===== src/rtl/systolic_pkg.sv =====
// Shared types and constants for the systolic array sequencer.
package systolic_pkg;

    typedef enum logic [1:0] {
        IDLE  = 2'd0,
        FEED  = 2'd1,
        DRAIN = 2'd2,
        DONE  = 2'd3
    } seq_state_e;

    localparam int DEF_WIDTH = 32;
    localparam int DEF_DIM   = 4;
    localparam int DEF_KW    = 8;

    // Cycles for the last operand to ripple through the skew and the array.
    function automatic int drain_len(input int dim);
        return 2 * dim - 1;
    endfunction

endpackage


===== src/rtl/systolic_seq_skew_line.sv =====
// skew_line: delays one operand lane by DEPTH registers. DEPTH=0 is a
// pass-through. Output data is forced to zero whenever its valid is low.
module skew_line #(
    parameter int WIDTH = 32,
    parameter int DEPTH = 0
) (
    input  logic             clk,
    input  logic             rst,
    input  logic [WIDTH-1:0] d,
    input  logic             d_vld,
    output logic [WIDTH-1:0] q,
    output logic             q_vld
);

    generate
        if (DEPTH == 0) begin : g_pass
            logic unused_clk_rst;
            assign unused_clk_rst = clk ^ rst;
            assign q_vld = d_vld;
            assign q     = d_vld ? d : '0;
        end else begin : g_pipe
            logic [WIDTH-1:0] dat_r [DEPTH];
            logic [DEPTH-1:0] vld_r;

            // Shift data and valid one stage per cycle; last stage drives q.
            always_ff @(posedge clk or negedge rst) begin
                if (!rst) begin
                    // NOTE: the data stages are reset too, so a mid-job reset
                    // leaves nothing stale in the line to leak out later.
                    for (int s = 0; s < DEPTH; s++) dat_r[s] <= '0;
                    vld_r <= '0;
                end else begin
                    dat_r[0] <= d;
                    vld_r[0] <= d_vld;
                    for (int s = 1; s < DEPTH; s++) begin
                        dat_r[s] <= dat_r[s-1];
                        vld_r[s] <= vld_r[s-1];
                    end
                end
            end

            assign q_vld = vld_r[DEPTH-1];
            assign q     = q_vld ? dat_r[DEPTH-1] : '0;
        end
    endgenerate

endmodule


===== src/rtl/systolic_seq.sv =====
// systolic_seq: start/done sequencer for the output-stationary DIM x DIM
// systolic array. Clears accumulators, streams K operand words from the A/B
// buffers (1-cycle read latency), skews lane i by i cycles, drains, then
// pulses done. Optional perf counters: define SYSTOLIC_SEQ_PERF_EN.
module systolic_seq
    import systolic_pkg::*;
#(
    parameter int WIDTH = DEF_WIDTH,
    parameter int DIM   = DEF_DIM,
    parameter int KW    = DEF_KW
) (
    input  logic                 clk,
    input  logic                 rst,
    input  logic                 start,
    output logic                 ready,
    input  logic [KW-1:0]        k_len,
    output logic                 busy,
    output logic                 done,
    output logic                 acc_clr,
    output logic                 a_rd_en,
    output logic [KW-1:0]        a_rd_addr,
    input  logic [DIM*WIDTH-1:0] a_rd_data,
    output logic                 b_rd_en,
    output logic [KW-1:0]        b_rd_addr,
    input  logic [DIM*WIDTH-1:0] b_rd_data,
    output logic [DIM*WIDTH-1:0] a_edge,
    output logic [DIM-1:0]       a_edge_vld,
    output logic [DIM*WIDTH-1:0] b_edge,
    output logic [DIM-1:0]       b_edge_vld
`ifdef SYSTOLIC_SEQ_PERF_EN
    ,
    output logic [31:0]          perf_jobs,
    output logic [31:0]          perf_busy_cyc
`endif
);

    localparam int DCW = $clog2(2 * DIM);

    seq_state_e      state, state_nxt;
    logic [KW-1:0]   k_len_q;
    logic [KW-1:0]   k_cnt;
    logic [DCW-1:0]  drain_cnt;
    logic            rd_en;
    logic            data_vld;
    logic            accept;
    logic            k_last;

    assign accept = start && ready;
    assign k_last = (k_cnt == k_len_q - KW'(1));

    // State register.
    always_ff @(posedge clk or negedge rst) begin
        // NOTE: state is updated with <= so every flop samples pre-edge values.
        if (!rst) state <= IDLE;
        else      state <= state_nxt;
    end

    // Next-state logic.
    always_comb begin
        // NOTE: defaulting to the current state first keeps this free of latches.
        state_nxt = state;
        case (state)
            IDLE:    if (accept) state_nxt = (k_len == '0) ? DRAIN : FEED;
            FEED:    if (k_last) state_nxt = DRAIN;
            DRAIN:   if (drain_cnt == '0) state_nxt = DONE;
            DONE:    state_nxt = IDLE;
            default: state_nxt = IDLE;
        endcase
    end

    // Per-state outputs.
    always_comb begin
        ready = 1'b0;
        busy  = 1'b1;
        done  = 1'b0;
        rd_en = 1'b0;
        case (state)
            IDLE: begin
                ready = 1'b1;
                busy  = 1'b0;
            end
            FEED:    rd_en = 1'b1;
            DONE:    done  = 1'b1;
            default: ;
        endcase
    end

    assign a_rd_en   = rd_en;
    assign b_rd_en   = rd_en;
    assign a_rd_addr = rd_en ? k_cnt : '0;
    assign b_rd_addr = rd_en ? k_cnt : '0;

    // Job length latch, read address counter and drain down-counter.
    always_ff @(posedge clk or negedge rst) begin
        if (!rst) begin
            k_len_q   <= '0;
            k_cnt     <= '0;
            drain_cnt <= '0;
        end else begin
            if (accept) begin
                k_len_q <= k_len;
                k_cnt   <= '0;
            end else if (state == FEED) begin
                k_cnt <= k_cnt + KW'(1);
            end
            if (state_nxt == DRAIN && state != DRAIN)
                drain_cnt <= DCW'(drain_len(DIM) - 1);
            else if (state == DRAIN && drain_cnt != '0)
                drain_cnt <= drain_cnt - DCW'(1);
        end
    end

    // Accumulator clear follows the accept edge; read data is valid one cycle after rd_en.
    always_ff @(posedge clk or negedge rst) begin
        if (!rst) begin
            acc_clr  <= 1'b0;
            data_vld <= 1'b0;
        end else begin
            acc_clr  <= accept;
            data_vld <= rd_en;
        end
    end

    // Lane i of each edge is delayed by i registers to form the wavefront.
    for (genvar i = 0; i < DIM; i++) begin : g_lane
        skew_line #(.WIDTH(WIDTH), .DEPTH(i)) u_a_skew (
            .clk   (clk),
            .rst   (rst),
            .d     (a_rd_data[i*WIDTH +: WIDTH]),
            .d_vld (data_vld),
            .q     (a_edge[i*WIDTH +: WIDTH]),
            .q_vld (a_edge_vld[i])
        );
        skew_line #(.WIDTH(WIDTH), .DEPTH(i)) u_b_skew (
            .clk   (clk),
            .rst   (rst),
            .d     (b_rd_data[i*WIDTH +: WIDTH]),
            .d_vld (data_vld),
            .q     (b_edge[i*WIDTH +: WIDTH]),
            .q_vld (b_edge_vld[i])
        );
    end

`ifdef SYSTOLIC_SEQ_PERF_EN
    // Saturating job and busy-cycle counters, cleared only by reset.
    always_ff @(posedge clk or negedge rst) begin
        if (!rst) begin
            perf_jobs     <= '0;
            perf_busy_cyc <= '0;
        end else begin
            if (done && perf_jobs != '1)     perf_jobs     <= perf_jobs + 32'd1;
            if (busy && perf_busy_cyc != '1) perf_busy_cyc <= perf_busy_cyc + 32'd1;
        end
    end
`endif

endmodule


===== config.mk =====
export PLATFORM = sky130hd
export DESIGN_NAME = systolic_seq
export DESIGN_NICKNAME = d
export VERILOG_FILES = /design/src/rtl/systolic_pkg.sv /design/src/rtl/systolic_seq_skew_line.sv /design/src/rtl/systolic_seq.sv
export SDC_FILE = /design/constraint.sdc
export NUM_CORES = 1
export LEC_CHECK = 0
export ABC_AREA = 1
export CORE_AREA = 2 2 214 216
export CTS_CLUSTER_SIZE = 40
export DETAILED_ROUTE_END_ITERATION = 8
export DIE_AREA = 0 0 216 218
export HOLD_SLACK_MARGIN = 0.06
export SLEW_MARGIN = 10
export SYNTH_ARGS = -nofsm -noshare
export SYNTH_HDL_FRONTEND = slang
export SYNTH_SLANG_ARGS = --single-unit

===== constraint.sdc =====
create_clock -name clk -period 2.1 [get_ports clk]
set_input_delay 0.63 -clock clk [delete_from_list [all_inputs] [get_ports clk]]
set_output_delay 0.63 -clock clk [all_outputs]
set_load 0.02 [all_outputs]

; ---- Word-level counts from Yosys, hierarchy flattened
; Cells that the tools add are included.
[classes]
bitwise_logic = 0
div_mod_pow = 0
eq_ne = 6
n_mux = 22
n_addsub = 3
shift = 0
reduce_logical = 9
mul = 0
n_lt_le_gt_ge = 0
[ops]
columns = op, count
row1 = $mux W32, 8
row2 = $mux W8, 3
row3 = $add A8 B1 Y8 const B, 1
row4 = $eq A8 B8 Y1, 1
row5 = $logic_not A8 Y1, 1
row6 = $mux W2, 4
row7 = $pmux W2 S4, 1
row8 = $sub A8 B1 Y8 const B, 1
row9 = $eq A2 B2 Y1 const B, 3
row10 = $mux W3, 2
row11 = $mux W1, 4
row12 = $reduce_bool A2 Y1, 2
row13 = $logic_and A1 B1 Y1, 3
row14 = $logic_not A3 Y1, 1
row15 = $reduce_bool A3 Y1, 1
row16 = $sub A3 B1 Y3 const B, 1
row17 = $eq A2 B1 Y1 const B, 1
row18 = $logic_not A2 Y1, 1
row19 = $ne A2 B2 Y1 const B, 1
[word_totals]
register_bits = 418
input_bits = 267
latch_bits = 0
out_inout_bits = 286
ram_bits = 0
mem_bits_ro = 0
word_cells = 63
memories = 0

; ---- Logic depth before layout (Yosys ltp)
[depth]
word_depth = 8
ltp_mapped = 14
ltp_nobuf = 14

; ---- By module
; Synthesis repeated with hierarchy kept, for this count alone.
[hier_totals]
hier_cells = 1141
hier_area_um2 = 13611.8
[modules_own_cells]
columns = mod, area_each_um2, seq_area_each_um2, cells_each, n_inst
row1 = skew_line (g_lane[3].u_a_skew ...), 2751.4, 2477.4, 166, 2
row2 = skew_line (g_lane[2].u_a_skew ...), 1925.6, 1651.6, 133, 2
row3 = skew_line (g_lane[1].u_a_skew ...), 1099.8, 825.8, 100, 2
row4 = systolic_seq, 1495.2, 575.6, 207, 1
row5 = skew_line (g_lane[0].u_a_skew ...), 281.5, 0.0, 68, 2

; ---- Worst setup path after synthesis
; No wires, ideal clock.
[synth_path]
kind = reg2out
start = register state[1]
end = output b_rd_addr[0]
n_path_buf = 2
t_required_ps = 1470
arrival_ps = 1547
path_slack_ps = -77
stages_incl_launch_ff = 6
path_cell_list = dfrtp_1 nor2_4 inv_1 buf_2 nor2_1 buf_4
[synth_between]
elab_chain_cells = 3
[synth_lines]
columns = item, line_no
row1 = "start, declared", systolic_seq.sv:39  ; seq_state_e state, state_nxt;
row2 = "start signal, assigned", systolic_seq.sv:55  ; else state <= state_nxt;
row3 = $eq A2 B1 Y1, systolic_seq.sv:77  ; case (state)
row4 = $mux W1, systolic_seq.sv:77
row5 = net a_rd_en, systolic_seq.sv:20  ; output logic a_rd_en,
row6 = $mux W8, --
row7 = "end, declared", systolic_seq.sv:24  ; output logic [KW-1:0] b_rd_addr,
; The timed path passes the listed nets, and every way through them passes these cells.

; ---- Worst setup path after layout
[layout_path]
start = register data_vld
end = output b_edge[4]
[layout_between]
elab_chain_cells = 1
[layout_lines]
columns = item, line_no
row1 = "start, declared", systolic_seq.sv:44  ; logic data_vld;
row2 = "start signal, assigned", systolic_seq.sv:120  ; data_vld <= rd_en;
row3 = $mux W32, systolic_seq_skew_line.sv:20  ; assign q = d_vld ? d : '0;
row4 = "end, declared", systolic_seq.sv:28  ; output logic [DIM*WIDTH-1:0] b_edge,
; No other way between the ends.

==> impl_results.md <==
* Dpl hpwl at around 30000 um
* Total Power at 30.0 mW
* Failing checks: negative setup slack
* Worst Skew at 0.0178 ns
* Mean Syn Cell Area at between 10 and 15 um2
* Multiplexer share of the synthesized area at 0%
* Data arrival, critical path at 1.72 ns
* WHS at 0.334 ns
* Tmin final at 2.35 ns
* Synthesized Nets at around 1400
* Commonest non-fill, non-tap cell in the layout: dfrtp_1
* CTS clk-pin slew, worst paths at 0.06 ns
* Iter 0 DRT Violations at 574
* Max-slew violations at 0
* Synth Warn # at 0
* I/O pins at 553
* Clk_lat worst skew at 0.57 ns
* Post-Syn Instances at 1144
* Total CTS buffers at 43
* Die area at between 40000 and 50000 um2
* Tightest Pin Transition at between 0.4 and 0.5 ns
* Total Wirelength at 46000 um
* Crit path buffers/inverters at 4
* Clock tree buffer depth at 3
* Startpoint types: flop
* Vias/cell at 4.05
* DR DRC count at 0
* Status: complete, but fails checks
* Share of cells above drive strength 1 at 52.7%
* Commonest cells after routing, fill and taps aside: dfrtp_1, buf_6, clkdlybuf4s50_1, inv_2, nand2_4
* Largest family of logic cells by synthesized area: simple AND/OR/NAND/NOR gates
* Reg2Reg Setup Slack at 0.28 ns
* Worst setup path category: flop to output port
* Max VDD drop at about 0.00090 V
* Adder-Cell Fraction of Synth Area at less than 1%
* Vias in the first global route at ~9900
* Worst path required time at around 1.5 ns
* Clock Sinks at 410
* CORE AREA at 44900 um2
* Synthesized flop and latch total at 410
* Place WS at -0.390 ns
* Clock root cell: clkbuf_16
* Synth Area in Compound Gates at 1.14%
* # Max-Cap Violations at 0
* Die X at 216 um
* Leak at 12.5 nW
* Slowest cell delay on critical path at about 0.53 ns
* Worst-path fanout max at 8
* Largest net degree at the start of global routing at 63
* I/O Buffers at 552
* Avg WL per Cell at 18.6 um
* PD cells at 1200 nW/um2
* Max Freq at 426 MHz
* Setup violators final at 278
* Vias at 10000
* Simple logic cell fraction of the synthesized area at a little over a tenth
* Final worst slack at -0.250 ns
* P&R area growth vs syn at 87.8%
* Routability Congestion at 0.878
* End-of-flow core utilization at 55.5%
* Crit. End Element: output port
* Unrepaired setup endpoints after global routing: true
* Grt total ovfl at 0
* CTS tree: yes
* DRT Pass-1 Iters at 4
* H-tree levels at 2
* Worst rel slew slack at 72.1%
* Delay-heaviest family, CP: buffers and inverters
* Crit path cell chain: buf_12 -> buf_16 -> nand2_4 -> inv_2 -> buf_6
* Post-DRT Antenna Nets at 0
* Rows at 78
* Initial antenna violation count at 9
* Post-Synth XOR/XNOR Area at less than 1%
* Register area share after synthesis at 77.3%
* Tcrit/Tclk final at 112%
* Number of distinct library cells after synthesis at 29
* Synthesized area at about 13000 um2
* Fin. Hold Viols at 0
* Critical-path top delay cell: dfrtp_2
* Net count, final at ~2100
* Gr usage total at between 15 and 20%
* Die Height at 218 um
* Initial Util at between 20% and 30%
* First-pass GRT wire length at 61800 um
* Hold WC Path Type: flop to flop
* Setup TNS at -38.21 ns
-- cell usage after synthesis --
library cell / number / area [um2]
o21ai_0: 11 / 55.1
nand2_2: 5 / 31.3
o32ai_1: 2 / 17.5
nand3_2: 2 / 20.0
nand3_1: 11 / 55.1
a21oi_1: 7 / 35.0
a21oi_2: 1 / 8.76
nor4_1: 1 / 6.26
nor2_1: 24 / 90.1
inv_2: 2 / 7.51
ha_1: 5 / 62.6
clkinv_1: 1 / 3.75
o21bai_2: 1 / 11.3
buf_2: 1 / 5.00
buf_4: 17 / 128
nand2_1: 306 / 1150
nor3_1: 1 / 5.00
or2_1: 1 / 6.26
buf_1: 10 / 37.5
o21ai_2: 1 / 8.76
dfrtp_1: 410 / 10300
nand4_1: 2 / 12.5
nor2_2: 3 / 18.8
o211ai_1: 2 / 15.0
nor2_4: 1 / 11.3
xor2_1: 3 / 26.3
inv_1: 291 / 1090
xnor2_1: 2 / 17.5
clkbuf_1: 20 / 75.1
-- flip-flops by register name (all words and copies together) (netlist names) --
name                          flops
data_vld                          1
g_lane.u_b_skew.g_pipe.vld_r      2
k_cnt                             8
acc_clr                           1
state                             2
drain_cnt                         3
g_lane.u_b_skew.g_pipe.dat_r    192
g_lane.u_a_skew.g_pipe.dat_r    192
g_lane.u_a_skew.g_pipe.vld_r      1
k_len_q                           8
-- worst register-to-register path, delay by kind of cell (launching register included) --
kind,cells,cell delay [ns]
compound gates,1,0.07
fa+ha+maj,1,0.32
simple gates,6,0.63
xor+xnor,1,0.17
flops,1,0.44
buf+inv,1,0.09
-- per-layer routing --
| layer | GRT usage [%] | share of wire (%) | routed length, um | up-vias |
|---|---|---|---|---|
| met2 | 28.0 | 49 | 22500 | 347 |
| li1 | - | - | - | 4606 |
| met4 | 4.93 | 2.5 | 1170 | 16 |
| met5 | 0 | 0.22 | 102 | - |
| met3 | 5.73 | 6.8 | 3130 | 91 |
| met1 | 23.5 | 41 | 19100 | 4948 |
-- report_power, final --
part           total, mW  internal [mW]  switching [mW]
sequential          8.91           8.49           0.418
combinational       13.3           6.51            6.75
clock               7.82           4.70            3.12
-- metrics by stage --
step / instances / instance area, um2
floorplan: 1144 / 13300
global placement: 2285 / 19700
detailed placement: 2285 / 19700
CTS: 2420 / 22500
global route: 2471 / 24900
finish: 2473 / 24900
-- what timing repair did --
action	4_1_cts	5_1_grt
hold endpoints to repair	27	0
pin swaps	4	12
setup buffers	39	48
setup endpoints to repair	286	285
cloned	17	13
hold buffers	1	0
gates resized for setup	1574	791
-- layout make-up --
cell class,count,area [um2]
Fill cell,3546,20000
Sequential cell,410,10300
Timing Repair Buffer,696,8050
Multi-Input combinational cell,392,3230
Clock buffer,58,1210
Inverter,294,1120
Tap cell,600,751
Clock inverter,20,274
Antenna cell,3,7.51
-- worst paths after layout --
kind | to | cells after the start | from
setup / recovery | b_edge[4] | 5 | data_vld
min in group asynchronous | g_lane[3].u_b_skew.g_pipe.dat_r[68] | 2 | rst
hold reg to reg | g_lane[3].u_a_skew.g_pipe.dat_r[59] | 0 | g_lane[3].u_a_skew.g_pipe.dat_r[91]
max in group asynchronous | k_cnt[1] | 3 | rst
setup reg to reg | drain_cnt[0] | 10 | k_len_q[0]
hold / removal | g_lane[3].u_a_skew.g_pipe.dat_r[59] | 0 | g_lane[3].u_a_skew.g_pipe.dat_r[91]
-- logic make-up after synthesis --
group,Yosys count
buffers and inverters,342
XOR/XNOR,5
AO/OA/AOI/OAI,25
adder cells (fa/ha/maj),5
flip-flops,410
AND/OR/NAND/NOR,357
Power figures use the tool's default switching activity.
